[src/rtl/sd_rrmux_pkg.sv]
// Shared types and round-robin helper for the quota-limited requester mux.
package sd_rrmux_pkg;

  localparam int unsigned RR_INPUTS = 4;
  localparam int unsigned RR_DEPTH  = 16;
  localparam int unsigned RR_MAX    = 32;
  localparam int unsigned TAG_W     = $clog2(RR_INPUTS);
  localparam int unsigned CNT_W     = $clog2(RR_DEPTH + 1);

  typedef logic [TAG_W-1:0] tag_t;
  typedef logic [CNT_W-1:0] cnt_t;

  // One-hot grant for the first requester after ptr, wrapping n-1 -> 0.
  function automatic logic [RR_MAX-1:0] rr_next(input logic [RR_MAX-1:0] req,
                                                input int unsigned        ptr,
                                                input int unsigned        n);
    logic [RR_MAX-1:0] g;
    logic              found;
    logic [4:0]        idx;
    g     = '0;
    found = 1'b0;
    for (int unsigned k = 1; k <= RR_MAX; k++) begin
      idx = 5'((ptr + k) % n);
      if (k <= n && !found && req[idx]) begin
        g[idx] = 1'b1;
        found  = 1'b1;
      end
    end
    return g;
  endfunction

endpackage

[src/rtl/sd_rr_arb.sv]
// Combinational round-robin arbiter: request vector and pointer to one-hot grant and index.
module sd_rr_arb
  import sd_rrmux_pkg::*;
#(
  parameter int unsigned n  = 4,
  parameter int unsigned tw = $clog2(n)
) (
  input  logic [n-1:0]  req,
  input  logic [tw-1:0] ptr,
  output logic [n-1:0]  grant_c,
  output logic [tw-1:0] idx_c
);

  always_comb begin
    grant_c = n'(rr_next(RR_MAX'(req), 32'(ptr), n));
    idx_c   = '0;
    for (int unsigned i = 0; i < n; i++) begin
      if (grant_c[i]) idx_c = tw'(i);
    end
  end

endmodule

[src/rtl/sd_quota_rrmux.sv]
// Round-robin mux into a shared buffer with per-requester occupancy quotas.
// Optional packet hold (grant sticks until c_eop) under SD_RRMUX_PKT_HOLD_EN.
module sd_quota_rrmux
  import sd_rrmux_pkg::*;
#(
  parameter  int unsigned inputs = 4,
  parameter  int unsigned width  = 8,
  parameter  int unsigned depth  = 16,
  parameter  int unsigned quota  = 8,
  localparam int unsigned tsz    = $clog2(inputs),
  localparam int unsigned usz    = $clog2(depth + 1)
) (
  input  logic                             clk,
  input  logic                             reset,
  input  logic [inputs-1:0]                c_srdy,
  output logic [inputs-1:0]                c_drdy,
  input  logic [inputs-1:0][width-1:0]     c_data,
`ifdef SD_RRMUX_PKT_HOLD_EN
  input  logic [inputs-1:0]                c_eop,
`endif
  output logic                             p_srdy,
  input  logic                             p_drdy,
  output logic [width-1:0]                 p_data,
  output logic [tsz-1:0]                   p_tag,
  input  logic                             rel_vld,
  input  logic [tsz-1:0]                   rel_tag,
  output logic [inputs-1:0][usz-1:0]       usage,
  output logic [usz-1:0]                   total
);

  localparam logic [usz-1:0] QUOTA_C = usz'(quota);
  localparam logic [usz-1:0] DEPTH_C = usz'(depth);

  logic [tsz-1:0]              ptr;
  logic [inputs-1:0]           elig;
  logic [inputs-1:0]           arb_grant;
  logic [inputs-1:0]           grant;
  logic [tsz-1:0]              arb_idx;
  logic [tsz-1:0]              gidx;
  logic                        load_ok;
  logic                        acc;
  logic                        rel_ok;
  logic [inputs-1:0][usz-1:0]  usage_d;
  logic [usz-1:0]              total_d;

  // Eligibility counts the beat sitting in the output register against total.
  always_comb begin
    for (int unsigned i = 0; i < inputs; i++) begin
      elig[i] = c_srdy[i] && (usage[i] < QUOTA_C) && (total < DEPTH_C);
    end
  end

  sd_rr_arb #(.n(inputs), .tw(tsz)) u_arb (
    .req     (elig),
    .ptr     (ptr),
    .grant_c (arb_grant),
    .idx_c   (arb_idx)
  );

`ifdef SD_RRMUX_PKT_HOLD_EN
  logic           hold;
  logic [tsz-1:0] holder;

  // A held requester keeps the grant even if it is currently ineligible (stall).
  always_comb begin
    gidx  = hold ? holder : arb_idx;
    grant = hold ? (elig & (inputs'(1) << holder)) : arb_grant;
  end
`else
  always_comb begin
    gidx  = arb_idx;
    grant = arb_grant;
  end
`endif

  assign load_ok = !p_srdy || p_drdy;
  assign c_drdy  = (!reset && load_ok) ? grant : '0;
  assign acc     = |c_drdy;
  assign rel_ok  = rel_vld && (32'(rel_tag) < inputs) && (usage[rel_tag] != '0);

  // Occupancy update; a release on an empty owner is dropped.
  always_comb begin
    total_d = total;
    if (acc && !rel_ok)      total_d = total + usz'(1);
    else if (!acc && rel_ok) total_d = total - usz'(1);
    for (int unsigned i = 0; i < inputs; i++) begin
      usage_d[i] = usage[i];
      if (c_drdy[i] && !(rel_ok && rel_tag == tsz'(i)))      usage_d[i] = usage[i] + usz'(1);
      else if (!c_drdy[i] && rel_ok && rel_tag == tsz'(i))   usage_d[i] = usage[i] - usz'(1);
    end
  end

  always_ff @(posedge clk) begin
    if (reset) begin
      p_srdy <= 1'b0;
      p_data <= '0;
      p_tag  <= '0;
      usage  <= '0;
      total  <= '0;
      ptr    <= tsz'(inputs - 1);
`ifdef SD_RRMUX_PKT_HOLD_EN
      hold   <= 1'b0;
      holder <= '0;
`endif
    end else begin
      usage <= usage_d;
      total <= total_d;
      if (acc) begin
        p_srdy <= 1'b1;
        p_data <= c_data[gidx];
        p_tag  <= gidx;
`ifdef SD_RRMUX_PKT_HOLD_EN
        if (c_eop[gidx]) begin
          hold <= 1'b0;
          ptr  <= gidx;
        end else begin
          hold   <= 1'b1;
          holder <= gidx;
        end
`else
        ptr <= gidx;
`endif
      end else if (p_drdy) begin
        p_srdy <= 1'b0;
      end
    end
  end

`ifdef SD_INLINE_ASSERTION_ON
  logic [31:0] usage_sum;

  always_comb begin
    usage_sum = '0;
    for (int unsigned i = 0; i < inputs; i++) usage_sum = usage_sum + 32'(usage[i]);
  end

  always_ff @(posedge clk) begin
    if (!reset) begin
      assert (total <= DEPTH_C) else $error("total exceeds depth");
      for (int unsigned i = 0; i < inputs; i++) begin
        assert (usage[i] <= QUOTA_C) else $error("usage exceeds quota");
      end
      assert ($onehot0(c_drdy)) else $error("c_drdy not onehot0");
      assert (32'(total) == usage_sum) else $error("total differs from usage sum");
      if (rel_vld) begin
        assert (usage[rel_tag] != '0) else $error("release on owner with zero usage");
      end
    end
  end
`endif

endmodule

[config.mk]
export PLATFORM = sky130hd
export DESIGN_NAME = sd_quota_rrmux
export DESIGN_NICKNAME = d
export VERILOG_FILES = /design/src/rtl/sd_rrmux_pkg.sv /design/src/rtl/sd_rr_arb.sv /design/src/rtl/sd_quota_rrmux.sv
export SDC_FILE = /design/constraint.sdc
export NUM_CORES = 1
export LEC_CHECK = 0
export ABC_AREA = 1
export BUFFER_PORTS_ARGS = -buffer_cell sky130_fd_sc_hd__buf_2
export CAP_MARGIN = 20
export CORE_UTILIZATION = 54
export CTS_CLUSTER_DIAMETER = 80
export DETAILED_ROUTE_END_ITERATION = 12
export PLACE_DENSITY = 0.81
export SLEW_MARGIN = 40
export SYNTH_ARGS = -nofsm -noshare
export SYNTH_HDL_FRONTEND = slang
export SYNTH_SLANG_ARGS = --single-unit
[constraint.sdc]
create_clock -name clk -period 4.22 [get_ports clk]
set_input_delay 0.633 -clock clk [delete_from_list [all_inputs] [get_ports clk]]
set_output_delay 0.633 -clock clk [all_outputs]
set_load 0.02 [all_outputs]
==> metrics, run 1 <==
Final period util 90.4%; leading area contributor after synthesis dfxtp_1; YS warnings 0; P_leak 2.22 nW; Yosys top cell area share 23.9%; most common cell after layout, fill and taps aside nand2_1; Reg2Reg Capture Point total[3]; crit start category flip-flop; reg-to-reg startpoint ptr[0]; antenna cells 0; die height 78.7 microns; vias in the first global route 2939; initial antenna violation count 0; Worst-path clk slew 0.07 ns; XOR/XNOR Fraction of Synth Area 3.31%; Post-Synthesis Cells 490; via count 3249; post-route ant nets 0; gr ovfl total 0; final setup violation count 0; largest net degree at the start of global routing 32; sequential fraction of the synthesis area 23.9%; post-DR wirelength/cell 12.0 microns; Num CTS Buffers 5; slew at the pin closest to its max-slew limit 0.496 ns; main combinational cell family by area after synthesis simple AND/OR/NAND/NOR gates; Fin. Hold Viols 0; crit path to total[3]; register area 763 sq um; clock latency on the worst-skew pair 0.29 ns; Adder-Cell Fraction of Synth Area 12.6%; I/O pin total 82; Cell Area, Synth 3180 sq um; post-synthesis simple-gate area fraction 41.1%; dpl cells 638; Tot GR Track Use 26.0%; DRC viols 0; # hold bufs at CTS 0; net load switching power 2.04 mW; First-pass DRT Iterations 4; Required @ worst endpoint 4.41 ns; final WL 7.75 mm; Compound-Gate Fraction of Synth Area 8.03%; post-synthesis mux area share 0%; maximum vdd drop 0.505 mV; Port-buffer cells 81; syn nets 561; internal power 1.63 mW; R2R depth 21; Core Area 5570 sq um; ranking of synthesized cells by area dfxtp_1 (24%), nand2_1 (14%), ha_1 (9.4%), nand3_1 (9.0%), inv_1 (8.7%); Post-DP HPWL 6.22 mm; die area 6200 sq um; via/cell ratio 5.03; maximum root-to-sink buffer count 2; Switching Share 55.6%; sequential power share 18.6%; Critical Path Fanout Max 13; Worst Skew 0.00818 ns; critical path startpoint ptr[0]; worst hold-check path type flip-flop to flip-flop; Layout Utilization 67.0%; Comb power frac 74.4%; max cap viols 0; Starting Density 57.0%; post-CTS sizing 0; P per Cell Area 983 nW/um^2; root buf cell clkbuf_8; first-pass GRT wire length 13.0 mm; clk sinks 38; DRT iter0 DRCs 170; layout cells sized above 1 21.8%; WS Path Type flip-flop to flip-flop; Final min period 3.82 ns; synthesized flop and latch total 38; Slew headroom 66.9%; RSZ-0062 raised after global routing false; Setup crit end kind flip-flop; setup bufs post-CTS 0; Final Max Slew Viols 0; R2R setup slack 0.40 ns; Synth cell types 29; clock power share 7.0%; fill count 513; Cell Count, Final, Fillers Out 646; setup TNS 0 ns; Layout Area Growth over Synthesis 17.5%; status finished, final reports clean; most frequent cells in the layout nand2_1 (115), buf_2 (81), inv_1 (73); RD Place Congestion 0.879; CP arrival 4.00 ns; number of nets in the layout 644; fmax 262 MHz; Syn Area/Cell 6.49 sq um; # rows 27; Die X 78.7 microns; H-tree depth 2; footprint of the multi-input gates 2070 sq um; CTS tree yes
worst min-delay path by stage:
stage          depth (start not counted)         to      start
2_1_floorplan                          2     ptr[1]     ptr[1]
3_3_place_gp                           2  p_data[6]  p_data[6]
3_5_place_dp                           2  p_data[1]  p_data[1]
4_1_cts                                2  p_data[1]  p_data[1]
5_1_grt                                2  p_data[1]  p_data[1]
6_report                               2   usage[2]   usage[2]
worst max-delay path, stage by stage, from the launching register on:
cell and delay (ns):
dfxtp_2 0.44, inv_2 0.13, ha_1 0.38, inv_1 0.10
nand3_1 0.09, nand2_1 0.10, nand3_1 0.11, nand2_1 0.07
inv_1 0.09, nand3_2 0.11, nor2_4 0.25, nand2_2 0.11
nand2_2 0.21, inv_2 0.13, ha_1 0.23, inv_1 0.14
ha_1 0.30, a21o_1 0.20, a31oi_1 0.17, xnor2_1 0.09
o21ai_0 0.20, inv_1 0.06
final cells by class:
class | count | share of cell area, %
Clock buffer | 7 | 2.31
Clock inverter | 1 | 0.134
Inverter | 80 | 8.11
Multi-Input combinational cell | 365 | 55.3
Sequential cell | 38 | 20.4
Timing Repair Buffer | 83 | 11.3
Tap cell | 72 | 2.41
metrics by stage:
stage          hold slack [ns]  setup WS (ns)  power (mW)  cell area, sq um
6_report                 0.492          0.405        3.67              3730
5_1_grt                  0.499         0.0917        4.09              3730
4_1_cts                  0.487          0.314        3.67              3730
3_5_place_dp             0.475          0.328        3.40              3640
3_3_place_gp             0.476          0.594        3.31              3640
2_1_floorplan            0.531          0.993        2.80              3180
logic make-up after synthesis:
kind of cell,count (synthesis)
AO/OA/AOI/OAI,46
XOR/XNOR,12
adder cells (fa/ha/maj),29
buffers and inverters,87
flip-flops,38
AND/OR/NAND/NOR,278
sequential cells by signal, indices dropped and copies added, names as in the netlist:
name / count
ptr: 2
total: 5
p_data: 8
p_tag: 2
p_srdy: 1
usage: 20
Yosys cell counts:
cell type,instances
a21oi_1,15
a31oi_1,5
nand2_4,6
a21o_1,4
o21ai_0,13
nand3b_4,1
o21ai_1,6
ha_1,24
buf_6,3
o21bai_1,2
nand3b_1,8
inv_2,5
fa_1,5
xor2_1,7
o21ai_2,1
inv_4,1
inv_1,74
nand2_2,8
nor2_2,2
nand2_1,115
nand3_2,5
clkbuf_1,4
nor2_8,2
nor2_1,70
nor2_4,1
xnor2_1,5
nand3_1,57
dfxtp_1,38
nor3_1,3
power by group through the flow:
stage	Clock [mW]	Combinational [mW]	Sequential (mW)
global placement	0	2.63	0.681
finish	0.257	2.73	0.681
CTS	0.262	2.73	0.678
floorplan	0	1.98	0.823
global route	0.277	3.11	0.706
detailed placement	0	2.72	0.684
layer usage:
metal | up-vias | track usage (%) | part of all wire [%]
met5 | - | 0 | 0
met4 | 0 | 10.0 | 1.7
met3 | 14 | 4.37 | 5.8
met2 | 77 | 44.2 | 48
met1 | 1450 | 32.8 | 44
li1 | 1708 | - | -
Note: power is estimated with default switching activity, not from simulation.
==> inputs of run 2 (changes only) <==
--- a/config.mk
+++ b/config.mk
@@ -8,10 +8,11 @@
 export ABC_AREA = 1
 export BUFFER_PORTS_ARGS = -buffer_cell sky130_fd_sc_hd__buf_2
 export CAP_MARGIN = 20
-export CORE_UTILIZATION = 54
+export CORE_UTILIZATION = 45
 export CTS_CLUSTER_DIAMETER = 80
 export DETAILED_ROUTE_END_ITERATION = 12
-export PLACE_DENSITY = 0.81
+export PLACE_DENSITY = 0.7
+export SKIP_LAST_GASP = 1
 export SLEW_MARGIN = 40
 export SYNTH_ARGS = -nofsm -noshare
 export SYNTH_HDL_FRONTEND = slang
==> run 2 against run 1 <==
Net effect: clock power rose by 11%; sequential power shrank 0.6%; first-iteration DRC count down 18%; critical path type unchanged; largest cell class unchanged.
==> metrics, run 2 (synthesized netlist as in run 1, its figures left out) <==
DRT iter0 DRCs 139; sequential power share 18.4%; WS Path Type flip-flop to flip-flop; Buf/Inv on CP 4; Slew headroom 65.2%; net load switching power 2.05 mW; setup bufs post-CTS 0; Final period util 90.8%; fill count 680; Setup crit end kind flip-flop; Core Area 6790 sq um; final WL 7.88 mm; Num CTS Buffers 5; largest net degree at the start of global routing 32; WP depth 20; CTS tree yes; Layout Area Growth over Synthesis 18.4%; initial antenna violation count 0; vias in the first global route 2970; CP arrival 4.07 ns; Top delay family on crit path simple AND/OR/NAND/NOR gates; root buf cell clkbuf_8; internal power 1.63 mW; crit start category flip-flop; DRC viols 0; worst hold-check path type flip-flop to flip-flop; Final min period 3.83 ns; most frequent cells in the layout nand2_1 (115), buf_2 (81), inv_1 (73); clk sinks 38; max reg flops 20; CP peak stage delay 0.49 ns; RSZ-0062 raised after global routing false; P_leak 2.22 nW; Final Max Slew Viols 0; max cap viols 0; post-route ant nets 0; die height 86.1 microns; top flop regs usage: 20 flops, p_data: 8 flops, total: 5 flops; post-CTS sizing 0; via count 3286; Die X 86.1 microns; CP Cell Sequence inv_1 -> ha_1 -> inv_1 -> nand2_1 -> nand2_2 -> nor2_2 -> nand3_1 -> nand3_2 -> nor2_4 -> nand2_2 -> nand2_2 -> inv_2 -> ha_1 -> inv_1 -> ha_1 -> a21o_1 -> a31oi_1 -> xor2_1 -> nand2_1 -> a21oi_1; maximum root-to-sink buffer count 2; setup TNS 0 ns; post-DR wirelength/cell 11.8 microns; H-tree depth 2; die area 7410 sq um; Worst-path clk slew 0.09 ns; maximum vdd drop 0.448 mV; R2R depth 20; Worst Skew 0.00798 ns; WHS 0.481 ns; final setup violation count 0; Top reg by flops usage; hold depth 2; slew at the pin closest to its max-slew limit 0.521 ns; Comb power frac 73.9%; most common cell after layout, fill and taps aside nand2_1; RD Place Congestion 0.836; Tot GR Track Use 21.4%; number of nets in the layout 643; clock power share 7.7%; Port-buffer cells 81; First-pass DRT Iterations 4; Starting Density 46.8%; Required @ worst endpoint 4.45 ns; antenna cells 0; # hold bufs at CTS 0; gr ovfl total 0; status finished, final reports clean; Worst path slowest cell dfxtp_1; # rows 30; P per Cell Area 978 nW/um^2; Post-DP HPWL 6.12 mm; via/cell ratio 4.91; fmax 261 MHz; Fin. Hold Viols 0; I/O pin total 82; Critical Path Fanout Max 13; first-pass GRT wire length 12.8 mm; clock latency on the worst-skew pair 0.29 ns; layout cells sized above 1 21.6%; Switching Share 55.7%
[run 2: cell count changes in the layout (fill, tap and decap cells not counted), sizes merged]
| cell | change |
|---|---|
| buf | -1 |
| clkbuf | -1 |
| clkinv | -1 |
| clkinvlp | +1 |
| inv | +1 |
[run 2: worst reg2reg max path: stages, from the launching register on]
cell and delay (ns):
dfxtp_1 0.49, inv_1 0.19, ha_1 0.37, inv_1 0.12
nand2_1 0.09, nand2_2 0.11, nor2_2 0.07, nand3_1 0.12
nand3_2 0.14, nor2_4 0.26, nand2_2 0.11, nand2_2 0.22
inv_2 0.15, ha_1 0.23, inv_1 0.14, ha_1 0.29
a21o_1 0.19, a31oi_1 0.17, xor2_1 0.16, nand2_1 0.07
a21oi_1 0.11
[run 2: power groups by stage]
stage | logic [mW] | registers, mW | clock network, mW
6_report | 2.72 | 0.677 | 0.285
5_1_grt | 3.08 | 0.698 | 0.302
4_1_cts | 2.72 | 0.675 | 0.288
3_5_place_dp | 2.70 | 0.682 | 0
3_3_place_gp | 2.65 | 0.678 | 0
2_1_floorplan | 1.98 | 0.823 | 0
[run 2: cell type report]
cell class	count	area [sq um]	area share, %
Timing Repair Buffer	82	413	11.0
Clock inverter	2	16.3	0.432
Tap cell	96	120	3.19
Sequential cell	38	762	20.2
Clock buffer	6	82.6	2.19
Multi-Input combinational cell	365	2070	54.9
Inverter	80	303	8.05
[run 2: path summary, 6_finish.rpt]
path / endpoint / slack, ns / startpoint
worst min register to register: p_tag[0] / 0.48 / p_tag[0]
worst max register to register: total[4] / 0.39 / ptr[1]
worst min-delay path: p_tag[0] / 0.48 / p_tag[0]
worst max-delay path: total[4] / 0.39 / ptr[1]
[run 2: per-layer routing]
layer | GRT usage, % | vias to the layer above | routed length, microns | share of wire [%]
li1 | - | 1706 | - | -
met3 | 4.14 | 6 | 386 | 4.9
met5 | 0 | - | 0 | 0
met1 | 26.2 | 1492 | 3560 | 45
met4 | 3.94 | 0 | 72 | 0.91
met2 | 39.0 | 82 | 3860 | 49
[run 2: per-stage QoR]
stage	util, %	setup slack (ns)	total power, mW	std cells	area [sq um]
finish	55.4	0.386	3.68	669	3760
global route	55.4	0.0327	4.08	669	3760
CTS	55.4	0.362	3.68	669	3760
detailed placement	53.9	0.386	3.39	661	3660
global placement	53.9	0.571	3.33	661	3660
floorplan	-	0.993	2.80	490	3180
